==> src/rtl/wb_port_arbiter.sv <==
// Register-file write-port arbiter: pipeline write-back always wins, host writes
// queue in a 2-entry FIFO and drain on idle write-back cycles, with a stall request on starvation.
module wb_port_arbiter #(
  parameter int DATA_WIDTH     = 32,
  parameter int REG_ADDR_WIDTH = 4,
  parameter int STARVE_LIMIT   = 8
) (
  input  logic                      clk,
  input  logic                      reset,
  input  logic                      wb_wen,
  input  logic [REG_ADDR_WIDTH-1:0] wb_rd_addr,
  input  logic [DATA_WIDTH-1:0]     wb_wdata,
  input  logic                      host_valid,
  output logic                      host_ready,
  input  logic [REG_ADDR_WIDTH-1:0] host_addr,
  input  logic [DATA_WIDTH-1:0]     host_wdata,
  output logic                      host_ack,
  output logic                      pipe_stall_req,
  output logic                      rf_wen,
  output logic [REG_ADDR_WIDTH-1:0] rf_waddr,
  output logic [DATA_WIDTH-1:0]     rf_wdata
);

  // state | meaning
  // IDLE  | host FIFO empty
  // PEND  | host write(s) queued, waiting for an idle write-back cycle
  // STALL | head starved for STARVE_LIMIT cycles; pipeline freeze requested
  typedef enum logic [1:0] {IDLE = 2'd0, PEND = 2'd1, STALL = 2'd2} state_t;

  localparam int CW = $clog2(STARVE_LIMIT + 1);
  localparam logic [CW-1:0] LIMIT = CW'(STARVE_LIMIT);

  state_t                    state, state_next;
  logic [REG_ADDR_WIDTH-1:0] fifo_addr [2];
  logic [DATA_WIDTH-1:0]     fifo_data [2];
  logic                      rd_ptr, wr_ptr;
  logic [1:0]                count;
  logic [CW-1:0]             starve_cnt;
  logic                      push, pop;

  assign host_ready = !reset && (count < 2'd2);
  assign push       = host_valid && host_ready;
  assign pop        = !reset && !wb_wen && (count != 2'd0);

  always_ff @(posedge clk) begin
    if (reset) begin
      rd_ptr   <= 1'b0;
      wr_ptr   <= 1'b0;
      count    <= 2'd0;
      host_ack <= 1'b0;
    end else begin
      host_ack <= pop;
      if (push) begin
        fifo_addr[wr_ptr] <= host_addr;
        fifo_data[wr_ptr] <= host_wdata;
        wr_ptr            <= ~wr_ptr;
      end
      if (pop) rd_ptr <= ~rd_ptr;
      case ({push, pop})
        2'b10:   count <= count + 2'd1;
        2'b01:   count <= count - 2'd1;
        default: count <= count;
      endcase
    end
  end

  always_ff @(posedge clk) begin
    if (reset || pop || count == 2'd0)
      starve_cnt <= '0;
    else if (wb_wen && starve_cnt != LIMIT)
      starve_cnt <= starve_cnt + 1'b1;
  end

  always_ff @(posedge clk) begin
    if (reset) state <= IDLE;
    else       state <= state_next;
  end

  always_comb begin
    state_next = state;
    case (state)
      IDLE:  if (push) state_next = PEND;
      PEND: begin
        if (pop && count == 2'd1 && !push) state_next = IDLE;
        else if (!pop && starve_cnt == LIMIT) state_next = STALL;
      end
      STALL: if (pop) state_next = (count == 2'd1 && !push) ? IDLE : PEND;
      default: state_next = IDLE;
    endcase
  end

  always_comb begin
    pipe_stall_req = (state == STALL);
  end

  // Write-back has absolute priority; the host head only uses idle cycles.
  always_comb begin
    rf_wen   = 1'b0;
    rf_waddr = '0;
    rf_wdata = '0;
    if (wb_wen) begin
      rf_wen   = 1'b1;
      rf_waddr = wb_rd_addr;
      rf_wdata = wb_wdata;
    end else if (count != 2'd0) begin
      rf_wen   = 1'b1;
      rf_waddr = fifo_addr[rd_ptr];
      rf_wdata = fifo_data[rd_ptr];
    end
    if (reset) rf_wen = 1'b0;
  end

endmodule

==> config.mk <==
export PLATFORM = sky130hd
export DESIGN_NAME = wb_port_arbiter
export DESIGN_NICKNAME = d
export VERILOG_FILES = /design/src/rtl/wb_port_arbiter.sv
export SDC_FILE = /design/constraint.sdc
export NUM_CORES = 1
export LEC_CHECK = 0
export ABC_AREA = 1
export BUFFER_PORTS_ARGS = -buffer_cell sky130_fd_sc_hd__buf_2
export CAP_MARGIN = 25
export CORE_UTILIZATION = 42
export CTS_CLUSTER_DIAMETER = 120
export DETAILED_ROUTE_END_ITERATION = 6
export PLACE_DENSITY_LB_ADDON = 0.05
export RECOVER_POWER = 50
export SLEW_MARGIN = 10
export SYNTH_ARGS = -nofsm -noshare
export SYNTH_HDL_FRONTEND = slang
export SYNTH_SLANG_ARGS = --single-unit
==> constraint.sdc <==
create_clock -name clk -period 2.5 [get_ports clk]
set_input_delay 0 -clock clk [delete_from_list [all_inputs] [get_ports clk]]
set_output_delay 0 -clock clk [all_outputs]
set_load 0.05 [all_outputs]
==> Word-level counts from Yosys, hierarchy flattened <==
Memory sizes are Yosys's and may differ from the RTL's. A register that Yosys moved wholly into a read port is not among the register bits.
Index checks and enable logic that the tools add are counted.
{ "classes": {"n_addsub": 3, "n_lt_le_gt_ge": 1, "n_eq_ne": 10, "n_mux": 21, "bitwise_logic": 2, "n_reduce_logical": 20} }
{ "ops": {"columns": ["operator", "n"], "rows": [
  ["two-way mux 32 bit", 2],
  ["two-way mux 1 bit", 11],
  ["logical AND 1 bit", 9],
  ["two-way mux 2 bit", 4],
  ["two-way mux 4 bit", 2],
  ["equality test 2 x 1 -> 1 bit (second input constant)", 3],
  ["one-hot mux 2 bit (3 select lines)", 1],
  ["adder 4 x 1 -> 4 bit (second input constant)", 1],
  ["equality test 2 bit (second input constant)", 2],
  ["equality test 4 bit (second input constant)", 1],
  ["logical NOT 1 bit", 4],
  ["logical NOT 2 bit", 2],
  ["!= test 4 bit (second input constant)", 1],
  ["one-hot mux 2 bit (2 select lines)", 1],
  ["nonzero test 2 bit", 2],
  ["!= test 3 bit (second input constant)", 1],
  ["AND reduction 3 bit", 1],
  ["adder 2 x 1 -> 2 bit (second input constant)", 1],
  ["logical OR 1 bit", 2],
  ["< comparator 2 bit (second input constant)", 1],
  ["!= test 2 x 1 -> 1 bit (second input constant)", 1],
  ["!= test 2 bit (second input constant)", 1],
  ["inverter 1 bit", 2],
  ["subtractor 2 x 1 -> 2 bit (second input constant)", 1]
]} }
{ "word_totals": {"reg_bits": 11, "mem_bits_rw": 72, "elab_cells": 65, "memories": 2} }
{ "mem_list": {"columns": ["name", "words", "width", "read_ports", "rd_ports_with_merged_regs", "write_ports", "line", "rtl"], "rows": [
  ["fifo_data", 2, 32, 1, 1, 1, "35", "logic [DATA_WIDTH-1:0] fifo_data [2];"],
  ["fifo_addr", 2, 4, 1, 1, 1, "34", "logic [REG_ADDR_WIDTH-1:0] fifo_addr [2];"]
]} }

==> Logic depth before layout (Yosys ltp) <==
Gate-level depths: netlist (run 1).
{ "logic_depth": {"word_depth": 8, "depth_mapped": 10} }

==> Worst setup path before layout (run 1) <==
OpenSTA, ideal clock, no wires.
{ "synth_path": {"path_type": "reg2reg", "from": "register count[1]", "to": "memory fifo_addr[1][0] (enable)", "setup_ns": 0.431, "arrival_ns": 2.352, "required_ns": 2.069, "setup_slack_ns": -0.282, "path_stages_with_launch": 4, "n_path_buf": 0, "period_less_slack_ns": 2.782, "cell_sequence": "dfxtp_1 nor2_4 nand2_4 nor2_1"} }
{ "synth_between": {"elab_chain_len": 6} }
{ "synth_rtl": {"columns": ["element", "line", "rtl"], "rows": [
  ["start: declaration", "37", "logic [1:0] count;"],
  ["start signal: assignment", "60", "2'b10: count <= count + 2'd1;"],
  ["start signal: assignment", "61", "2'b01: count <= count - 2'd1;"],
  ["start signal: assignment", "62", "default: count <= count;"],
  ["< comparator 2 bit", "41", "assign host_ready = !reset && (count < 2'd2);"],
  ["logical AND 1 bit", "41", null],
  ["net host_ready", "14", "output logic host_ready,"],
  ["logical AND 1 bit", "42", "assign push = host_valid && host_ready;"],
  ["two-way mux 1 bit", "53", "if (push) begin"],
  ["two-way mux 1 bit", "46", "if (reset) begin"],
  ["two-way mux 1 bit (implied by the code)", "54", "fifo_addr[wr_ptr] <= host_addr;"],
  ["end: declaration", "34", null]
]} }
The timed path passes the listed nets, and every way through them passes these cells.

==> Worst setup path in the final report (run 1) <==
{ "layout_path": {"from": "input reset", "to": "memory fifo_data[1][18] (enable)"} }
{ "layout_between": {"elab_chain_len": 6} }
{ "layout_rtl": {"columns": ["element", "line", "rtl"], "rows": [
  ["start: declaration", "9", "input logic reset,"],
  ["logical NOT 1 bit", "41", null],
  ["logical AND 1 bit", "41", null],
  ["logical AND 1 bit", "42", null],
  ["two-way mux 1 bit", "53", null],
  ["two-way mux 1 bit *", "46", null],
  ["two-way mux 1 bit (implied by the code) *", "55", "fifo_data[wr_ptr] <= host_wdata;"],
  ["end: declaration", "35", null]
]} }
Every way passes the cells marked *; elsewhere a longest branch is shown, timed or not.

==> results.md, run 1 <==
* Worst Tran Pin Value at 0.833 ns
* Drt first pass iters at 6
* Synth Instances at 318
* Final worst path period share at between 80% and 90%
* Port buffer count at 115
* Number of flops mapped to enable cells by yosys at 72
* Bufs and invs on worst path at 3
* Die Span Y at 93.7 µm
* Most frequent cell after synthesis: edfxtp_1
* P_leak at roughly 1.9 nW
* Synthesis Warnings at 0
* Failing checks: hold timing
* Final wirelength at 7700 µm
* Nature of the critical path endpoint: register
* Power density cells at 735 nW/µm²
* CP Cell Sequence: dlygate4sd3_1 -> clkbuf_1 -> nor2_1 -> nand2_1 -> nor2_1 -> buf_12
* CP delay by family, top: simple AND/OR/NAND/NOR gates
* Syn_area_per_cell at 11.1 µm²
* Chip Width at 93.7 µm
* Clock Pin Slew Worst Setup and Hold Paths at 0.07 ns
* Number of resized instances in the post-cts repair step at 0
* Drt drc at 0
* Vias in the first global route at 2485
* Gpl congestion at 0.715
* Seq/Total Area, Yosys at 68.1%
* Synthesis-stage register bit count at between 80 and 90
* Vias per inst at 4.76
* Crit-path slowest cell: nor2_1
* Maximum vdd ir drop at 0.000541 V
* Post-synth ARST share at 0%
* FP Rows at 33
* Commonest cells in the netlist: edfxtp_1 (72), o21ai_0 (62), nand2_1 (47), nor2_1 (47)
* GR Util met3 at 3.16%
* DRT antenna net count at 0
* Worst-path fanout max at 31
* Gr ovfl total at 0
* Top Ports at 116
* Fin crit period at 2.11 ns
* Crit path top cell by count: nor2_1
* Clock buffer count from CTS at 9
* Post-CTS Setup Bufs at 0
* FF-to-FF setup slack at 0.51 ns
* Hold Buf Count CTS at 37
* # clock sinks at between 80 and 90
* Design Area, Final at 4780 µm²
* Synth top area cells: edfxtp_1 (61%), o21ai_0 (8.8%), dfxtp_1 (6.8%), nand2_1 (5.0%), nor2_1 (5.0%)
* Largest stage delay on the critical path at 0.62 ns
* Unique masters post-synth at 26
* First-pass GRT wire length at 11600 µm
* Crit path DAT at 2.14 ns
* Hold Crit Class: in -> reg
* Syn_nets at 399
* Dpl cell area at roughly 4300 µm²
* Clk_lat worst skew at 0.34 ns
* RSZ-0062 raised after global routing: no
* Largest net degree at the start of global routing at 41
* Final setup fails at 0
* Initial antenna violation count at 0
* Outcome: finished with violations
* 1st-iter DRT viols at between 100 and 150
* Die Area at 8770 µm²
* Max clock buf depth at 2
* Startpoint types: primary input
* Layout fillers at 731
* F_max at 474 MHz
* WL/cell at between 10 and 15 µm
* Post-synth top flop: edfxtp_1
* Final core occ at 58.5%
* Core Box Area at roughly 8000 µm²
* Max cap viols at 0
* DP HPWL at about 4800 µm
* All-Layer GR Usage at 17.8%
* Final-report hold violation count at 1
* Clock root buffer: clkbuf_8
* Worst path required time at 2.53 ns
* Post-Syn Area at 3530 µm²
* Setup TNS at 0 ns
* Met1 Usage GRT at between 20% and 30%
* Initial Util at 43.2%
* Total number of vias at approximately 2.8k
* Share of cells above drive strength 1 at between 20% and 30%
* GR peak layer: met2
* Max-slew headroom at 44.4%
* Nets at 553
* Clk_skew at 0.00952 ns
* ANT cells at 0
* Area grow syn2layout at 35.5%
* Fin. max-slew vios at 0
* CTS tree: yes
* Met2 GRT Util at 30.7%
* H-tree depth at 3
* Post-synth top area share at 61.3%
* Synth area leader: edfxtp_1
* Hold_ws at -0.0169 ns
* CP Class: in -> reg
[report_power, final]
part           total (mW)  switching [mW]  internal [mW]
Combinational       0.880           0.618          0.262
Sequential           1.64          0.0303           1.60
Clock               0.999           0.444          0.555
[placed cells by master (no fill, tap or decap), types with 5 or more instances in the layout]
master,count
nand2_1,49
clkbuf_8,9
o21ai_1,13
a21oi_1,8
dfxtp_1,12
buf_2,93
inv_1,13
dlygate4sd3_1,37
nor2_1,46
clkbuf_1,21
edfxtp_1,72
ha_1,5
o21ai_0,62
[logic make-up after synthesis]
family | Yosys count | synth area share (%)
compound gates | 86 | 12.4
simple gates | 110 | 13.3
xor+xnor | 2 | 0.496
buf+inv | 31 | 3.93
fa+ha+maj | 5 | 1.77
flops | 84 | 68.1
[final timing paths]
kind	from	endpoint	depth (start not counted)
setup / recovery	reset	fifo_data[1][18]	6
setup reg to reg	count[1]	fifo_data[1][18]	4
hold / removal	host_valid	wr_ptr	3
hold reg to reg	starve_cnt[1]	starve_cnt[1]	2
[per-stage QoR]
step	power, mW	worst slack, ns	cells	hold WS, ns
6_report	3.51	0.389	581	-0.0169
2_1_floorplan	2.29	0.325	318	0.0625
3_3_place_gp	2.52	0.680	529	0.188
5_1_grt	3.68	0.223	581	-0.0263
4_1_cts	3.56	0.302	581	0.00508
3_5_place_dp	2.52	0.679	529	0.191
[flip-flops by register name, summed over array words and instances (netlist names), named ones only]
signal and flops:
rd_ptr 1, wr_ptr 1, count 2, starve_cnt 4
fifo_addr 8, fifo_data 64, host_ack 1, state 2
[worst register-to-register path: cells and delay by family, from the launching register on]
kind          cells  cell delay, ns
flops             1            0.32
simple gates      3            1.06
buf+inv           1            0.30
[final cells by class]
type                            count  area [µm²]  share of cell area, %
Clock inverter                      5        77.6                   1.62
Tap cell                          105         131                   2.75
Timing Repair Buffer              158        1000                   21.0
Multi-Input combinational cell    203         981                   20.5
Inverter                           16        60.1                   1.26
Sequential cell                    84        2400                   50.2
Clock buffer                       10         128                   2.67
[per-layer routing]
layer | routed length (µm) | up-vias
met5 | 0 | -
met4 | 70 | 0
met3 | 304 | 6
met2 | 3840 | 74
met1 | 3480 | 1273
li1 | - | 1411
No activity file was read; power rests on OpenSTA's default activity.
==> inputs of run 2 (changes only) <==
==> constraint.sdc (replaced) <==
create_clock -name clk -period 2 [get_ports clk]
set_input_delay 0 -clock clk [delete_from_list [all_inputs] [get_ports clk]]
set_output_delay 0 -clock clk [all_outputs]
set_load 0.05 [all_outputs]
==> run 2 against run 1 <==
Net effect: the flow now finishes without violations; count of clock-buffer cells in the layout decreased by 1; sequential share of layout area is 1.4 points lower; clock power rose by 25%; worst hold slack better by 0.14 ns; die area unchanged; flip-flop and latch count is the same; via count increased by 3.0%; highest routed layer unchanged; register-to-register slack got worse by 0.25 ns; non-clock buffer count up 3.
==> results.md, run 2 (synthesis gave the netlist of run 1 again) <==
* Gr ovfl total at 0 (unchanged)
* Share of cells above drive strength 1 at 26.3% (about the same)
* Crit path DAT at 1.86 ns (was 2.14 ns)
* CTS tree: yes (unchanged)
* Power density cells at 913 nW/µm² (was 735 nW/µm²)
* Final wirelength at 7820 µm (was 7700 µm)
* Clock Pin Slew Worst Setup and Hold Paths at 0.08 ns (was 0.07 ns)
* Most flop-heavy register: fifo_data (unchanged)
* Final setup fails at 0 (unchanged)
* P_leak at 1.94 nW (was 1.91 nW)
* Placed cells at 531 (was 529)
* Post-CTS Setup Bufs at 0 (unchanged)
* ANT cells at 0 (unchanged)
* Initial Util at 43.2% (unchanged)
* FP Rows at 33 (unchanged)
* H-tree depth at 3 (unchanged)
* Largest net degree at the start of global routing at 37 (was 41)
* Layout Cells excl Fill at 584 (was 581)
* Worst Tran Pin Value at 0.671 ns (was 0.833 ns)
* Largest register FFs at 64 (unchanged)
* Final WS setup at 0.145 ns (was 0.389 ns)
* Setup TNS at 0 ns (unchanged)
* Max clock buf depth at 2 (unchanged)
* Dpl cell area at 4270 µm² (was 4260 µm²)
* Max-slew headroom at 55.1% (was 44.4%)
* Startpoint types: register (was primary input)
* Final core occ at 60.2% (was 58.5%)
* Nature of the critical path endpoint: output pin (was register)
* WL/cell at 13.4 µm (was 13.2 µm)
* Final worst path period share at a little over 90%
* Regs by FF count: fifo_data x64, fifo_addr x8, starve_cnt x4 (unchanged)
* Top Ports at 116 (unchanged)
* Max cap viols at 0 (unchanged)
* Nets at 556 (was 553)
* DP Worst Slack at 0.357 ns (was 0.679 ns)
* Most frequent cells in the layout: edfxtp_1 (72), buf_2 (62), nand2_1 (47), nor2_1 (45), o21ai_0 (39) (was buf_2 (93), edfxtp_1 (72), o21ai_0 (62), nand2_1 (49), nor2_1 (46))
* # clock sinks at 84 (unchanged)
* Worst-path fanout max at 22 (was 31)
* RSZ-0062 raised after global routing: no (unchanged)
* Gpl congestion at 0.773 (was 0.715)
* Most common cell after layout, fill and taps aside: edfxtp_1 (was buf_2)
* Clk_skew at 0.00751 ns (was 0.00952 ns)
* DP HPWL at 4950 µm (was 4770 µm)
* Outcome: finished clean (was finished with violations)
* Worst path required time at 2.00 ns (was 2.53 ns)
* F_max at 539 MHz
* Maximum vdd ir drop at 0.000544 V (was 0.000541 V)
* Fin crit period at 1.86 ns
* Layout fillers at 762 (was 731)
* Drt drc at 0 (unchanged)
* Drt first pass iters at 4 (was 6)
* Clock root buffer: clkbuf_8 (unchanged)
* Clk_lat worst skew at 0.34 ns (about the same)
* Vias in the first global route at 2726 (was 2485)
* Total number of vias at 2846 (was 2764)
* Fin. max-slew vios at 0 (unchanged)
* Hold Crit Class: in -> reg (unchanged)
* Vias per inst at 4.87 (was 4.76)
* Initial antenna violation count at 0 (unchanged)
* CP Class: reg -> out (was in -> reg)
* Die Area at 8770 µm² (unchanged)
* 1st-iter DRT viols at 106 (was 127)
* First-pass GRT wire length at 12200 µm (was 11600 µm)
* Area grow syn2layout at 39.4% (was 35.5%)
* Core Box Area at 8180 µm² (unchanged)
* DRT antenna net count at 0 (unchanged)
* Design Area, Final at 4920 µm² (was 4780 µm²)
* Chip Width at 93.7 µm (unchanged)
* Final-report hold violation count at 0 (was 1)
* Clock buffer count from CTS at 9 (unchanged)
* Port buffer count at 115 (unchanged)
* All-Layer GR Usage at 18.4% (was 17.8%)
* Die Span Y at 93.7 µm (unchanged)
-- run 2: area by class of cell --
class | count | area [µm²] | share of cell area (%)
multi-input combinational | 203 | 1010 | 20.4
inverter | 16 | 60.1 | 1.22
tap | 105 | 131 | 2.67
timing repair buffer | 161 | 1120 | 22.7
clock inverter | 6 | 80.1 | 1.63
clock buffer | 9 | 124 | 2.52
sequential | 84 | 2400 | 48.8
-- run 2: per-layer routing --
layer  global-route usage [%]  wire [µm]
met5                        0          0
met4                     7.56         93
met3                     3.32        353
met2                     33.3       4030
met1                     21.3       3340
-- run 2: worst paths after layout --
path / slack (ns) / cells past startpoint / end / from
worst max-delay path: 0.14 / 7 / rf_waddr[3] / count[1]
worst min register to register: 0.50 / 1 / rd_ptr / rd_ptr
worst min-delay path: 0.12 / 5 / state[1] / host_valid
worst max register to register: 0.26 / 4 / fifo_data[0][13] / count[1]
-- run 2: power by group --
group          internal [mW]  switching (mW)  leakage (nW)
registers               2.01          0.0381         0.757
clock network          0.686           0.565         0.100
logic                  0.393           0.803          1.08
total                   3.08            1.41          1.94
-- run 2: critical path: stages, from the launching register on --
cell	delay (ns)
dfxtp_1	0.38
inv_1	0.10
ha_2	0.21
nor2_4	0.12
buf_8	0.18
o21ai_0	0.11
o21ai_1	0.12
buf_2	0.27
-- run 2: stage by stage --
step / hold WS (ns) / total power [mW]
6_report: 0.124 / 4.49
5_1_grt: 0.135 / 4.69
4_1_cts: 0.125 / 4.49
3_5_place_dp: 0.192 / 3.18
3_3_place_gp: 0.188 / 3.16
2_1_floorplan: 0.0625 / 2.87
-- run 2: timing repair --
action,4_1_cts,5_1_grt
hold endpoints to repair,73,0
pin swaps,0,1
hold buffers,38,0
gates resized for setup,4,47
setup endpoints to repair,4,36
==> inputs of run 3 (changes only) <==
--- a/config.mk
+++ b/config.mk
@@ -8,7 +8,7 @@
 export ABC_AREA = 1
 export BUFFER_PORTS_ARGS = -buffer_cell sky130_fd_sc_hd__buf_2
 export CAP_MARGIN = 25
-export CORE_UTILIZATION = 42
+export CORE_UTILIZATION = 50
 export CTS_CLUSTER_DIAMETER = 120
 export DETAILED_ROUTE_END_ITERATION = 6
 export PLACE_DENSITY_LB_ADDON = 0.05
@@ -17,3 +17,4 @@
 export SYNTH_ARGS = -nofsm -noshare
 export SYNTH_HDL_FRONTEND = slang
 export SYNTH_SLANG_ARGS = --single-unit
+export TNS_END_PERCENT = 10
==> run 3 against run 2 <==
Net effect: register-to-register slack got worse by 0.03 ns; total power shrank 2.8%; sequential power about the same; highest routed layer unchanged; cell area shrank 1.5%; critical path type unchanged; worst setup slack got worse by 0.0071 ns; combinational power is 3% lower; flip-flop and latch count is the same.
==> results.md, run 3 (synthesis gave the netlist of run 1 again) <==
* GR Util met3 at 3.85% (was 3.32%)
* Initial antenna violation count at 0 (unchanged)
* Final setup fails at 0 (unchanged)
* Clk_lat worst skew at 0.34 ns (about the same)
* Worst path required time at 2.00 ns (about the same)
* # clock sinks at 84 (unchanged)
* Die Span Y at 86.0 µm (was 93.7 µm)
* Clock root buffer: clkbuf_8 (unchanged)
* DP HPWL at 4920 µm (was 4950 µm)
* Final worst path period share at 93.1% (was 92.8%)
* DRT antenna net count at 0 (unchanged)
* Crit path top cell by count: o21ai_0
* Vias per inst at 4.85 (was 4.87)
* Most frequent cells in the layout: edfxtp_1 (72), buf_2 (72), o21ai_0 (56), nand2_1 (47), nor2_1 (46) (was edfxtp_1 (72), buf_2 (62), nand2_1 (47), nor2_1 (45), o21ai_0 (39))
* FP Rows at 30 (was 33)
* CP Cell Sequence: inv_1 -> ha_2 -> nor2_4 -> buf_6 -> o21ai_0 -> o21ai_0 -> buf_2 (was inv_1 -> ha_2 -> nor2_4 -> buf_8 -> o21ai_0 -> o21ai_1 -> buf_2)
* Worst-path fanout max at 13 (was 22)
* Crit path DAT at 1.86 ns (about the same)
* Largest net degree at the start of global routing at 37 (unchanged)
* CTS tree: yes (unchanged)
* P_leak at 1.92 nW (was 1.94 nW)
* Clock Power Share at 26.6% (was 27.9%)
* Initial Util at 52.0% (was 43.2%)
* CP delay by family, top: buffers and inverters (unchanged)
* F_max at 537 MHz (was 539 MHz)
* Hold_ws at 0.0938 ns (was 0.124 ns)
* Die Area at 7400 µm² (was 8770 µm²)
* Nature of the critical path endpoint: output pin (unchanged)
* Post-CTS Setup Bufs at 0 (unchanged)
* H-tree depth at 3 (unchanged)
* Hold Crit Class: in -> reg (unchanged)
* Drt drc at 0 (unchanged)
* Outcome: finished clean (unchanged)
* First-pass GRT wire length at 12100 µm (was 12200 µm)
* Power density cells at 901 nW/µm² (was 913 nW/µm²)
* Share of cells above drive strength 1 at 26.9% (was 26.3%)
* All-Layer GR Usage at 21.9% (was 18.4%)
* Sw Share at 32.3% (was 31.3%)
* Final-report hold violation count at 0 (unchanged)
* Nets at 556 (unchanged)
* Clk_skew at 0.0106 ns (was 0.00751 ns)
* Maximum vdd ir drop at 0.000598 V (was 0.000544 V)
* Fin. max-slew vios at 0 (unchanged)
* Met1 Usage GRT at 26.6% (was 21.3%)
* NetSw at 1.41 mW (about the same)
* Max clock buf depth at 2 (unchanged)
* Total number of vias at 2793 (was 2846)
* Placed cells at 522 (was 531)
* Port buffer count at 115 (unchanged)
* Total power at 4.37 mW (was 4.49 mW)
* Max cap viols at 0 (unchanged)
* Core Box Area at 6790 µm² (was 8180 µm²)
* Drt first pass iters at 4 (unchanged)
* Worst Tran Pin Value at 0.725 ns (was 0.671 ns)
* Bufs and invs on worst path at 3 (unchanged)
* Gr ovfl total at 0 (unchanged)
* Area grow syn2layout at 37.3% (was 39.4%)
* Flop pwr share at 46.9% (was 45.5%)
* Clock buffer count from CTS at 9 (unchanged)
* Regs by FF count: fifo_data x64, fifo_addr x8, starve_cnt x4 (unchanged)
* CP Class: reg -> out (unchanged)
* Largest register FFs at 64 (unchanged)
* Fin crit period at 1.86 ns (about the same)
* WL/cell at 13.7 µm (was 13.4 µm)
* Final wirelength at 7900 µm (was 7820 µm)
* ANT cells at 0 (unchanged)
* Max-slew headroom at 51.5% (was 55.1%)
* Chip Width at 86.0 µm (was 93.7 µm)
* Startpoint types: register (unchanged)
* FF-to-FF setup slack at 0.23 ns (was 0.26 ns)
* 1st-iter DRT viols at 179 (was 106)
* GR peak layer: met2 (unchanged)
* Clock Pin Slew Worst Setup and Hold Paths at 0.08 ns (about the same)
* Met2 GRT Util at 38.1% (was 33.3%)
* RSZ-0062 raised after global routing: no (unchanged)
* Int Pwr at 2.95 mW (was 3.08 mW)
* Area of the multi-input gates at 998 µm² (was 1010 µm²)
* Register area at 2400 µm² (unchanged)
* Layout Cells excl Fill at 576 (was 584)
* Setup TNS at 0 ns (unchanged)
* Vias in the first global route at 2689 (was 2726)
* Layout fillers at 529 (was 762)
* Most flop-heavy register: fifo_data (unchanged)
* Largest stage delay on the critical path at 0.38 ns (about the same)
* Combinational power share at 26.5% (was 26.6%)
* Crit-path slowest cell: dfxtp_1 (unchanged)
* Top Ports at 116 (unchanged)
* Gpl congestion at 0.805 (was 0.773)
run 3: cell count changes in the layout (fill, tap and decap cells not counted), moves of 3 or more:
cell and delta:
buf_2 +10, buf_6 -3, clkinv_1 -3, o21ai_0 +17, o21ai_1 -17
run 3: final cells by class:
class	count	share of cell area [%]
well taps	96	2.48
flip-flops and latches	84	49.6
repair buffers	161	22.0
clock inverters	6	1.34
multi-input cells	203	20.6
clock buffers	10	2.63
inverters	16	1.32
run 3: tightest hold or removal path, delay by kind of cell:
family,cells,cell delay (ns)
buffers and inverters,1,0.12
AND/OR/NAND/NOR,4,0.28
run 3: timing repair:
| item | CTS | global route |
|---|---|---|
| endpoints found under the setup margin | 10 | 36 |
| hold buffers | 38 | 0 |
| cloned | 0 | 0 |
| resized for setup | 4 | 37 |
| hold endpoints to repair | 73 | 0 |
| pin swaps | 0 | 0 |
run 3: power by group through the flow:
stage	combinational, mW	clock [mW]	sequential (mW)
2_1_floorplan	0.776	0	2.08
3_3_place_gp	1.05	0	2.08
3_5_place_dp	1.06	0	2.09
4_1_cts	1.13	1.18	2.05
5_1_grt	1.25	1.26	2.06
6_report	1.16	1.16	2.05
run 3: stage by stage:
stage / utilization (%) / worst slack, ns / cell area [µm²]
2_1_floorplan: - / -0.169 / 3540
4_1_cts: 71.1 / 0.0204 / 4830
3_5_place_dp: 62.5 / 0.310 / 4250
6_report: 71.3 / 0.138 / 4850
5_1_grt: 71.3 / 0.00727 / 4850
3_3_place_gp: 62.5 / 0.347 / 4250
run 3: layer usage:
metal  part of all wire [%]  vias up
met3                    3.5       15
met5                      0        -
met1                     45     1281
met4                    2.0        0
li1                       -     1418
met2                     50       79
run 3: worst paths after layout:
path	start	cells past startpoint	endpoint
hold reg to reg	starve_cnt[1]	2	starve_cnt[1]
setup / recovery	count[1]	7	rf_waddr[0]
hold / removal	host_valid	5	state[1]
setup reg to reg	count[1]	4	fifo_data[0][23]
